$ cat src/rtl/spi_pkg.sv
// spi_pkg: shared definitions for the SPI master.
//   spi_state_e  transfer sequencer states
//   MAX_LEN      widest frame in bits
//   LEN_W        width of the frame length field (0 encodes MAX_LEN)
//   CNT_W        width of bit counters, wide enough to hold MAX_LEN itself
//   frame_bits() maps the length field to a bit count, 0 -> 32
package spi_pkg;

    localparam int MAX_LEN = 32;
    localparam int LEN_W   = 5;
    localparam int CNT_W   = 6;

    typedef enum logic [2:0] {
        IDLE  = 3'd0,
        LEAD  = 3'd1,
        XFER  = 3'd2,
        TRAIL = 3'd3,
        DONE  = 3'd4
    } spi_state_e;

    function automatic logic [CNT_W-1:0] frame_bits(input logic [LEN_W-1:0] len);
        logic [CNT_W-1:0] n;
        if (len == 5'd0) begin
            n = 6'd32;
        end else begin
            n = {1'b0, len};
        end
        return n;
    endfunction

endpackage

$ cat src/rtl/spi_clkgen.sv
// spi_clkgen: half-period timer and serial clock generator.
//   clk, rst   system clock, synchronous active-high reset
//   load       restart the timer, latch divider, force sclk low
//   run        count half periods; when low the timer and sclk sit at zero
//   hold_low   at half-period expiry keep sclk low instead of raising it
//   divider    half period is divider+1 clk cycles
//   half_stb   half period expires this cycle
//   rise_stb   sclk rises on the coming edge
//   fall_stb   sclk falls on the coming edge
//   sclk       registered serial clock
module spi_clkgen
    import spi_pkg::*;
#(
    parameter int DIV_W = 8
) (
    input  logic             clk,
    input  logic             rst,
    input  logic             load,
    input  logic             run,
    input  logic             hold_low,
    input  logic [DIV_W-1:0] divider,
    output logic             half_stb,
    output logic             rise_stb,
    output logic             fall_stb,
    output logic             sclk
);

    logic [DIV_W-1:0] div_r;
    logic [DIV_W-1:0] cnt_r;
    logic             sclk_r;
    logic             half_s;

    // Strobes are decoded from current state so the FSM acts on the same edge as sclk.
    always_comb begin
        half_s   = run && (cnt_r == div_r);
        half_stb = half_s;
        rise_stb = half_s && !sclk_r && !hold_low;
        fall_stb = half_s && sclk_r;
    end

    // Half-period counter, latched divider and serial clock register.
    always_ff @(posedge clk) begin
        if (rst) begin
            div_r  <= '0;
            cnt_r  <= '0;
            sclk_r <= 1'b0;
        end else if (load) begin
            div_r  <= divider;
            cnt_r  <= '0;
            sclk_r <= 1'b0;
        end else if (run) begin
            if (half_s) begin
                cnt_r <= '0;
                if (rise_stb) begin
                    sclk_r <= 1'b1;
                end else if (fall_stb) begin
                    sclk_r <= 1'b0;
                end else begin
                    sclk_r <= sclk_r;
                end
            end else begin
                cnt_r  <= cnt_r + DIV_W'(1);
                sclk_r <= sclk_r;
            end
        end else begin
            cnt_r  <= '0;
            sclk_r <= 1'b0;
        end
    end

    assign sclk = sclk_r;

endmodule

$ cat src/rtl/spi_master_core.sv
// spi_master_core: mode-0, MSB-first SPI master, 1..32-bit frames.
//   clk, rst   system clock, synchronous active-high reset
//   start      request a transfer (ignored while busy)
//   len        frame length in bits, 0 means 32; latched at start
//   divider    sclk half period = divider+1 clk cycles; latched at start
//   tx_data    frame to send, bit len-1 first; latched at start
//   rx_data    received frame, right-aligned, updated in the done cycle
//   busy       transfer in progress (LEAD, XFER, TRAIL)
//   done       one-cycle completion pulse
//   ss_o       slave select, active low
//   sclk_o     serial clock, idles low
//   mosi_o     serial data out, changes with sclk falling
//   miso_i     serial data in, sampled on the edge that raises sclk
module spi_master_core #(
    parameter int MAX_LEN = spi_pkg::MAX_LEN,
    parameter int DIV_W   = 8
) (
    input  logic                      clk,
    input  logic                      rst,
    input  logic                      start,
    input  logic [spi_pkg::LEN_W-1:0] len,
    input  logic [DIV_W-1:0]          divider,
    input  logic [MAX_LEN-1:0]        tx_data,
    output logic [MAX_LEN-1:0]        rx_data,
    output logic                      busy,
    output logic                      done,
    output logic                      ss_o,
    output logic                      sclk_o,
    output logic                      mosi_o,
    input  logic                      miso_i
);
    import spi_pkg::*;

    localparam logic [CNT_W-1:0] MAX_LEN_C = CNT_W'(MAX_LEN);

    spi_state_e         state_r;
    spi_state_e         state_n;
    logic [CNT_W-1:0]   n_r;
    logic [CNT_W-1:0]   bit_cnt_r;
    logic [CNT_W-1:0]   n_s;
    logic [CNT_W-1:0]   shamt_s;
    logic [MAX_LEN-1:0] tx_sh_r;
    logic [MAX_LEN-1:0] rx_sh_r;
    logic [MAX_LEN-1:0] rx_data_r;
    logic               ss_r;
    logic               busy_r;
    logic               done_r;
    logic               mosi_r;
    logic               load_s;
    logic               run_s;
    logic               hold_s;
    logic               all_bits_s;
    logic               last_fall_s;
    logic               active_n_s;
    logic               half_stb_s;
    logic               rise_stb_s;
    logic               fall_stb_s;
    logic               sclk_s;

    // Left-align the frame so its first bit always sits in the MSB of the shifter.
    assign n_s         = frame_bits(len);
    assign shamt_s     = MAX_LEN_C - n_s;
    // Once every falling edge has happened the low half still runs out before TRAIL.
    assign all_bits_s  = (bit_cnt_r == n_r);
    assign last_fall_s = fall_stb_s && (bit_cnt_r == (n_r - 6'd1));

    spi_clkgen #(
        .DIV_W (DIV_W)
    ) u_clkgen (
        .clk      (clk),
        .rst      (rst),
        .load     (load_s),
        .run      (run_s),
        .hold_low (hold_s),
        .divider  (divider),
        .half_stb (half_stb_s),
        .rise_stb (rise_stb_s),
        .fall_stb (fall_stb_s),
        .sclk     (sclk_s)
    );

    // State register.
    always_ff @(posedge clk) begin
        if (rst) begin
            state_r <= IDLE;
        end else begin
            state_r <= state_n;
        end
    end

    // Next-state and clock generator control.
    always_comb begin
        state_n = state_r;
        load_s  = 1'b0;
        run_s   = 1'b0;
        hold_s  = 1'b0;
        case (state_r)
            IDLE, DONE: begin
                if (start) begin
                    load_s  = 1'b1;
                    state_n = LEAD;
                end else begin
                    state_n = IDLE;
                end
            end
            LEAD: begin
                run_s = 1'b1;
                if (rise_stb_s) begin
                    state_n = XFER;
                end else begin
                    state_n = LEAD;
                end
            end
            XFER: begin
                run_s  = 1'b1;
                hold_s = all_bits_s;
                if (half_stb_s && all_bits_s) begin
                    state_n = TRAIL;
                end else begin
                    state_n = XFER;
                end
            end
            TRAIL: begin
                run_s  = 1'b1;
                hold_s = 1'b1;
                if (half_stb_s) begin
                    state_n = DONE;
                end else begin
                    state_n = TRAIL;
                end
            end
            default: begin
                state_n = IDLE;
            end
        endcase
    end

    assign active_n_s = (state_n == LEAD) || (state_n == XFER) || (state_n == TRAIL);

    // Frame length, bit counter and the tx/rx shifters.
    always_ff @(posedge clk) begin
        if (rst) begin
            n_r       <= '0;
            bit_cnt_r <= '0;
            tx_sh_r   <= '0;
            rx_sh_r   <= '0;
        end else if (load_s) begin
            n_r       <= n_s;
            bit_cnt_r <= '0;
            tx_sh_r   <= tx_data << shamt_s;
            rx_sh_r   <= '0;
        end else begin
            if (rise_stb_s) begin
                rx_sh_r <= {rx_sh_r[MAX_LEN-2:0], miso_i};
            end
            if (fall_stb_s) begin
                bit_cnt_r <= bit_cnt_r + 6'd1;
                tx_sh_r   <= {tx_sh_r[MAX_LEN-2:0], 1'b0};
            end
        end
    end

    // Registered pin and status outputs, derived from the state being entered.
    always_ff @(posedge clk) begin
        if (rst) begin
            ss_r      <= 1'b1;
            busy_r    <= 1'b0;
            done_r    <= 1'b0;
            mosi_r    <= 1'b0;
            rx_data_r <= '0;
        end else begin
            ss_r   <= !active_n_s;
            busy_r <= active_n_s;
            done_r <= (state_n == DONE);
            if (state_n == DONE) begin
                rx_data_r <= rx_sh_r;
            end
            if (load_s) begin
                mosi_r <= (tx_data << shamt_s) >> (MAX_LEN - 1);
            end else if (fall_stb_s && !last_fall_s) begin
                mosi_r <= tx_sh_r[MAX_LEN-2];
            end else if (state_n == DONE) begin
                mosi_r <= 1'b0;
            end
        end
    end

    assign ss_o    = ss_r;
    assign busy    = busy_r;
    assign done    = done_r;
    assign mosi_o  = mosi_r;
    assign sclk_o  = sclk_s;
    assign rx_data = rx_data_r;

endmodule

$ cat config.mk
export PLATFORM = sky130hd
export DESIGN_NAME = spi_master_core
export DESIGN_NICKNAME = d
export VERILOG_FILES = /design/src/rtl/spi_pkg.sv /design/src/rtl/spi_clkgen.sv /design/src/rtl/spi_master_core.sv
export SDC_FILE = /design/constraint.sdc
export NUM_CORES = 1
export LEC_CHECK = 0
export ABC_AREA = 1
export BUFFER_PORTS_ARGS = -buffer_cell sky130_fd_sc_hd__buf_2
export CAP_MARGIN = 15
export CORE_UTILIZATION = 35
export CTS_BUF_LIST = sky130_fd_sc_hd__clkbuf_4 sky130_fd_sc_hd__clkbuf_8
export DETAILED_ROUTE_END_ITERATION = 6
export GPL_TIMING_DRIVEN = 0
export REMOVE_ABC_BUFFERS = 1
export SLEW_MARGIN = 25
export SYNTH_ARGS = -nofsm -noshare
export SYNTH_HDL_FRONTEND = slang
export SYNTH_SLANG_ARGS = --single-unit
$ cat constraint.sdc
create_clock -name clk -period 1.85 [get_ports clk]
set_input_delay 0.0925 -clock clk [delete_from_list [all_inputs] [get_ports clk]]
set_output_delay 0.0925 -clock clk [all_outputs]
set_load 0.01 [all_outputs]
==> impl_metrics.xml <==
<?xml version="1.0" encoding="UTF-8"?>
<metrics>
  <group name="drt">
    <metric name="via_per_inst" unit="">5.10</metric>
    <metric name="dr.pass1.iters" unit="">5</metric>
    <metric name="ant_nets" unit="">0</metric>
    <metric name="detailedRoute.firstIterationViolations" unit="">596</metric>
    <metric name="drcViolationCount" unit="">0</metric>
    <metric name="dr_total_vias" unit="">7353</metric>
    <metric name="routedWlPerCell" unit="um">14.3</metric>
    <metric name="postRouteWirelength" unit="um">20700</metric>
  </group>
  <group name="die">
    <metric name="io_pins" unit="">86</metric>
    <metric name="floorplan.initialDensity" unit="">0.358</metric>
    <metric name="die-height" unit="um">143</metric>
    <metric name="design.die.area" unit="mm2">0.0205</metric>
    <metric name="rows" unit="">51</metric>
    <metric name="core_area" unit="mm2">0.0195</metric>
    <metric name="die_w" unit="um">143</metric>
  </group>
  <group name="finish">
    <metric name="nets_final" unit="">1216</metric>
    <metric name="layout_cells_sized_above_1" unit="">0.176</metric>
    <metric name="number_of_fill_cells_in_the_layout" unit="">2016</metric>
    <metric name="stdcell_count" unit="">1441</metric>
    <metric name="antenna_cells_inserted" unit="">0</metric>
    <metric name="layout-area-overhead-vs-synth" unit="%">24.2</metric>
    <metric name="layout.cell_area.non_filler" unit="mm2">0.00865</metric>
  </group>
  <group name="yosys">
    <metric name="postSynthCellCount" unit="">1074</metric>
    <metric name="synth_ff_type" unit="">sky130_fd_sc_hd__dfxtp_1</metric>
    <metric name="synth_top_cells_by_area" unit="">sky130_fd_sc_hd__dfxtp_1 38%, sky130_fd_sc_hd__nand3_1 15%, sky130_fd_sc_hd__nand2_1 11%</metric>
    <metric name="seq_area_frac_synth" unit="">0.377</metric>
    <metric name="yosysWarnings" unit="">0</metric>
    <metric name="synth_enable_flop_cells" unit="">0</metric>
    <metric name="post_synth.cell_area_avg" unit="um2">6.48</metric>
    <metric name="synth_area" unit="mm2">0.00696</metric>
    <metric name="yosysUniqueCellTypes" unit="">35</metric>
    <metric name="postSynthRegisterBits" unit="">131</metric>
    <metric name="synth_area_leader_cell" unit="">sky130_fd_sc_hd__dfxtp_1</metric>
    <metric name="synth_top_area_frac" unit="">0.377</metric>
    <metric name="post_synth_arst_share" unit="">0</metric>
  </group>
  <group name="run_status">
    <metric name="outcome" unit="">finished, final reports clean</metric>
  </group>
  <group name="worst_setup_path">
    <metric name="regToRegStartpoint" unit="">state_r[1]$_SDFF_PP0_</metric>
    <metric name="startpoint_type" unit="">flip-flop</metric>
    <metric name="timing.critical_path.max_delay_family" unit="">simple AND/OR/NAND/NOR gates</metric>
    <metric name="crit_type" unit="">flip-flop to flip-flop</metric>
    <metric name="critical_path.cell_chain" unit="">nor2_4 -&gt; nor2_1 -&gt; nand3_4 -&gt; inv_8 -&gt; buf_4 -&gt; nand2_4 -&gt; o21ai_0 -&gt; a21oi_1</metric>
    <metric name="crit_arrival" unit="ns">2.07</metric>
    <metric name="cp_data_required_time" unit="ns">2.19</metric>
    <metric name="timing.reg2reg.setup_slack" unit="ns">0.12</metric>
    <metric name="max_stage_delay" unit="ns">0.44</metric>
    <metric name="worstPathMaxFanout" unit="">12</metric>
    <metric name="worst-r2r-cell-count" unit="">8</metric>
    <metric name="worst-path-stages" unit="">8</metric>
    <metric name="critical_path_source" unit="">state_r[1]$_SDFF_PP0_</metric>
    <metric name="critical_path.slowest_cell" unit="">sky130_fd_sc_hd__dfxtp_1</metric>
    <metric name="critical_path.endpoint" unit="">tx_sh_r[13]$_SDFFE_PP0P_</metric>
    <metric name="cp-end-kind" unit="">flip-flop</metric>
    <metric name="critical_path.n_buffers_inverters" unit="">2</metric>
    <metric name="worst_r2r_endpoint" unit="">tx_sh_r[13]$_SDFFE_PP0P_</metric>
  </group>
  <group name="run">
    <metric name="cap_violations" unit="">0</metric>
  </group>
  <group name="global_routing">
    <metric name="total_routing_usage_reported_by_global_routing" unit="">0.197</metric>
    <metric name="grt_remaining_overflow" unit="">0</metric>
    <metric name="groute.layer.met3.usage" unit="">0.0396</metric>
    <metric name="global_route_wire_length_before_repair" unit="um">31700</metric>
    <metric name="global_route.usage.met1" unit="">0.257</metric>
    <metric name="gr-usage-met2" unit="">0.326</metric>
    <metric name="via_count_of_the_first_global_routing_pass" unit="">6561</metric>
    <metric name="top_usage_layer" unit="">met2</metric>
    <metric name="largest_net_degree_at_the_start_of_global_routing" unit="">75</metric>
    <metric name="antenna_found_initial" unit="">0</metric>
  </group>
  <group name="clock_network">
    <metric name="clk-insertion-delay-late" unit="ns">0.46</metric>
    <metric name="buffer_cell_driving_the_clock_tree_root" unit="">sky130_fd_sc_hd__clkbuf_8</metric>
    <metric name="tritoncts_num_sinks" unit="">131</metric>
    <metric name="worst_setup_hold_path_clk_slew" unit="ns">0.07</metric>
    <metric name="cts_htree_levels" unit="">4</metric>
    <metric name="tritoncts.num_buffers" unit="">17</metric>
    <metric name="cts_tree" unit="">built</metric>
    <metric name="cts_max_path_buffers" unit="">2</metric>
  </group>
  <group name="pwr">
    <metric name="max-vdd-ir-drop" unit="uV">475</metric>
    <metric name="cellPowerDensity" unit="mW/mm2">860</metric>
    <metric name="leakagePower" unit="nW">3.87</metric>
  </group>
  <group name="place">
    <metric name="gp_congestion" unit="">0.844</metric>
    <metric name="place.detailed.instances" unit="">1360</metric>
    <metric name="port-buffer-count" unit="">85</metric>
    <metric name="sum_of_net_half_perimeters_after_detailed_placement" unit="um">12000</metric>
    <metric name="post_dp_cell_area" unit="mm2">0.00744</metric>
  </group>
  <group name="sta">
    <metric name="minimum_hold_slack" unit="ns">0.0422</metric>
    <metric name="timing_hold_violations_final" unit="">0</metric>
    <metric name="period_minus_slack" unit="ns">1.73</metric>
    <metric name="setup_viol" unit="">0</metric>
    <metric name="fmax" unit="MHz">578</metric>
    <metric name="worstMarginPinSlew" unit="ns">0.668</metric>
    <metric name="unrepaired_setup_endpoints_after_global_routing" unit="">yes</metric>
    <metric name="max_slew_margin" unit="">0.555</metric>
    <metric name="report.final.slew_viol_count" unit="">0</metric>
    <metric name="final.period_utilization" unit="">0.936</metric>
    <metric name="clock_skew" unit="ns">0.0127</metric>
  </group>
  <group name="min_path">
    <metric name="hold_class" unit="">primary input to flip-flop</metric>
  </group>
</metrics>
## layout make-up
type	instances	area, um2	area share
timing repair buffer	123	848	0.0981
clock inverter	13	206	0.0239
sequential	131	2630	0.304
timing repair inverter	2	15.0	0.00174
tap	265	332	0.0383
clock buffer	19	262	0.0302
inverter	58	268	0.0310
multi-input combinational	830	4090	0.473
## repair_timing
action                                  CTS  global route
setup buffers                            11            13
gates cloned                              6             6
gates resized for setup                  31            35
pin swaps                                 4             8
endpoints found under the hold margin    13             0
hold buffers                             13             0
endpoints found under the setup margin  107           100
## per-stage QoR
step	TNS, ns	setup WS (ns)	power [mW]	utilization
floorplan	-43.77	-0.677	4.00	-
global placement	-194.77	-2.11	4.35	0.380
detailed placement	-85.49	-1.96	4.37	0.382
finish	0	0.119	7.44	0.444
CTS	0	0.0215	7.36	0.427
global route	-0.101	-0.0246	7.80	0.444
## synthesized netlist by cell type (all sizes together), types with 4 or more instances
master,instances
or2,5
nand3b,4
nor3,4
nor2,201
o21ai,123
buf,38
a21oi,34
nand2,203
xor2,6
ha,4
dfxtp,131
clkbuf,27
inv,58
xnor2,11
nand4,8
nand3,207
## worst min path at each step
stage	slack [ns]	cells past startpoint	from	to
2_1_floorplan	0.16	1	rst	state_r[0]$_SDFF_PP0_
3_3_place_gp	0.35	3	divider[3]	u_clkgen.div_r[3]$_SDFFE_PP0P_
3_5_place_dp	0.36	3	divider[6]	u_clkgen.div_r[6]$_SDFFE_PP0P_
4_1_cts	0.02	2	rst	state_r[2]$_SDFF_PP0_
5_1_grt	0.04	2	rst	done$_SDFF_PP0_
6_report	0.04	2	rst	state_r[2]$_SDFF_PP0_
## power breakdown
| part | internal, mW | total (mW) | switching, mW |
|---|---|---|---|
| clock | 1.67 | 2.86 | 1.19 |
| combinational | 0.557 | 1.55 | 0.996 |
| sequential | 2.95 | 3.02 | 0.0737 |
## flip-flops by register name, summed over array words and instances, names as in the netlist
signal / count
u_clkgen.div_r: 8
tx_sh_r: 31
u_clkgen.sclk: 1
done: 1
rx_sh_r: 32
n_r: 6
ss_o: 1
busy: 1
mosi_o: 1
u_clkgen.cnt_r: 8
state_r: 3
bit_cnt_r: 6
rx_data: 32
## layout by cell type (no fill, tap or decap), drive strengths merged
master	synthesis	layout
dfxtp	131	131
a21boi	1	1
nand4	8	8
nand3	207	207
clkinv	0	3
o21ai	123	123
ha	4	4
xnor2	11	11
dlygate4sd3	0	13
nand3b	4	4
clkbuf	27	19
clkinvlp	0	9
xor2	6	6
o21bai	1	1
or2	5	5
nor3b	1	1
and2	1	1
buf	38	110
bufinv	0	5
nand2	203	210
nor3	4	4
nor2	201	204
a21oi	34	34
a31oi	2	2
inv	58	56
a211oi	1	1
o211ai	3	3
## cell families (layout without fill, tap and decap cells)
| family | Yosys count | count (layout) | share of synthesized area |
|---|---|---|---|
| and+or+nand+nor | 634 | 644 | 0.395 |
| buffers and inverters | 123 | 215 | 0.0782 |
| xor gates and xnor gates | 17 | 17 | 0.0214 |
| adders and majority gates | 4 | 4 | 0.00719 |
| AOI/OAI and AO/OA | 165 | 165 | 0.121 |
| DFF | 131 | 131 | 0.377 |
## worst register-to-register path: cells and delay by family (launching register included)
kind,cells,cell delay [ns]
simple gates,4,0.64
buf+inv,2,0.26
flops,1,0.44
compound gates,2,0.28
## metal layers
metal,vias to the layer above,part of all wire
met5,-,0
met4,0,0.012
met3,22,0.044
met2,174,0.46
met1,3424,0.48
li1,3733,-
No activity file was read; power rests on OpenSTA's default activity.
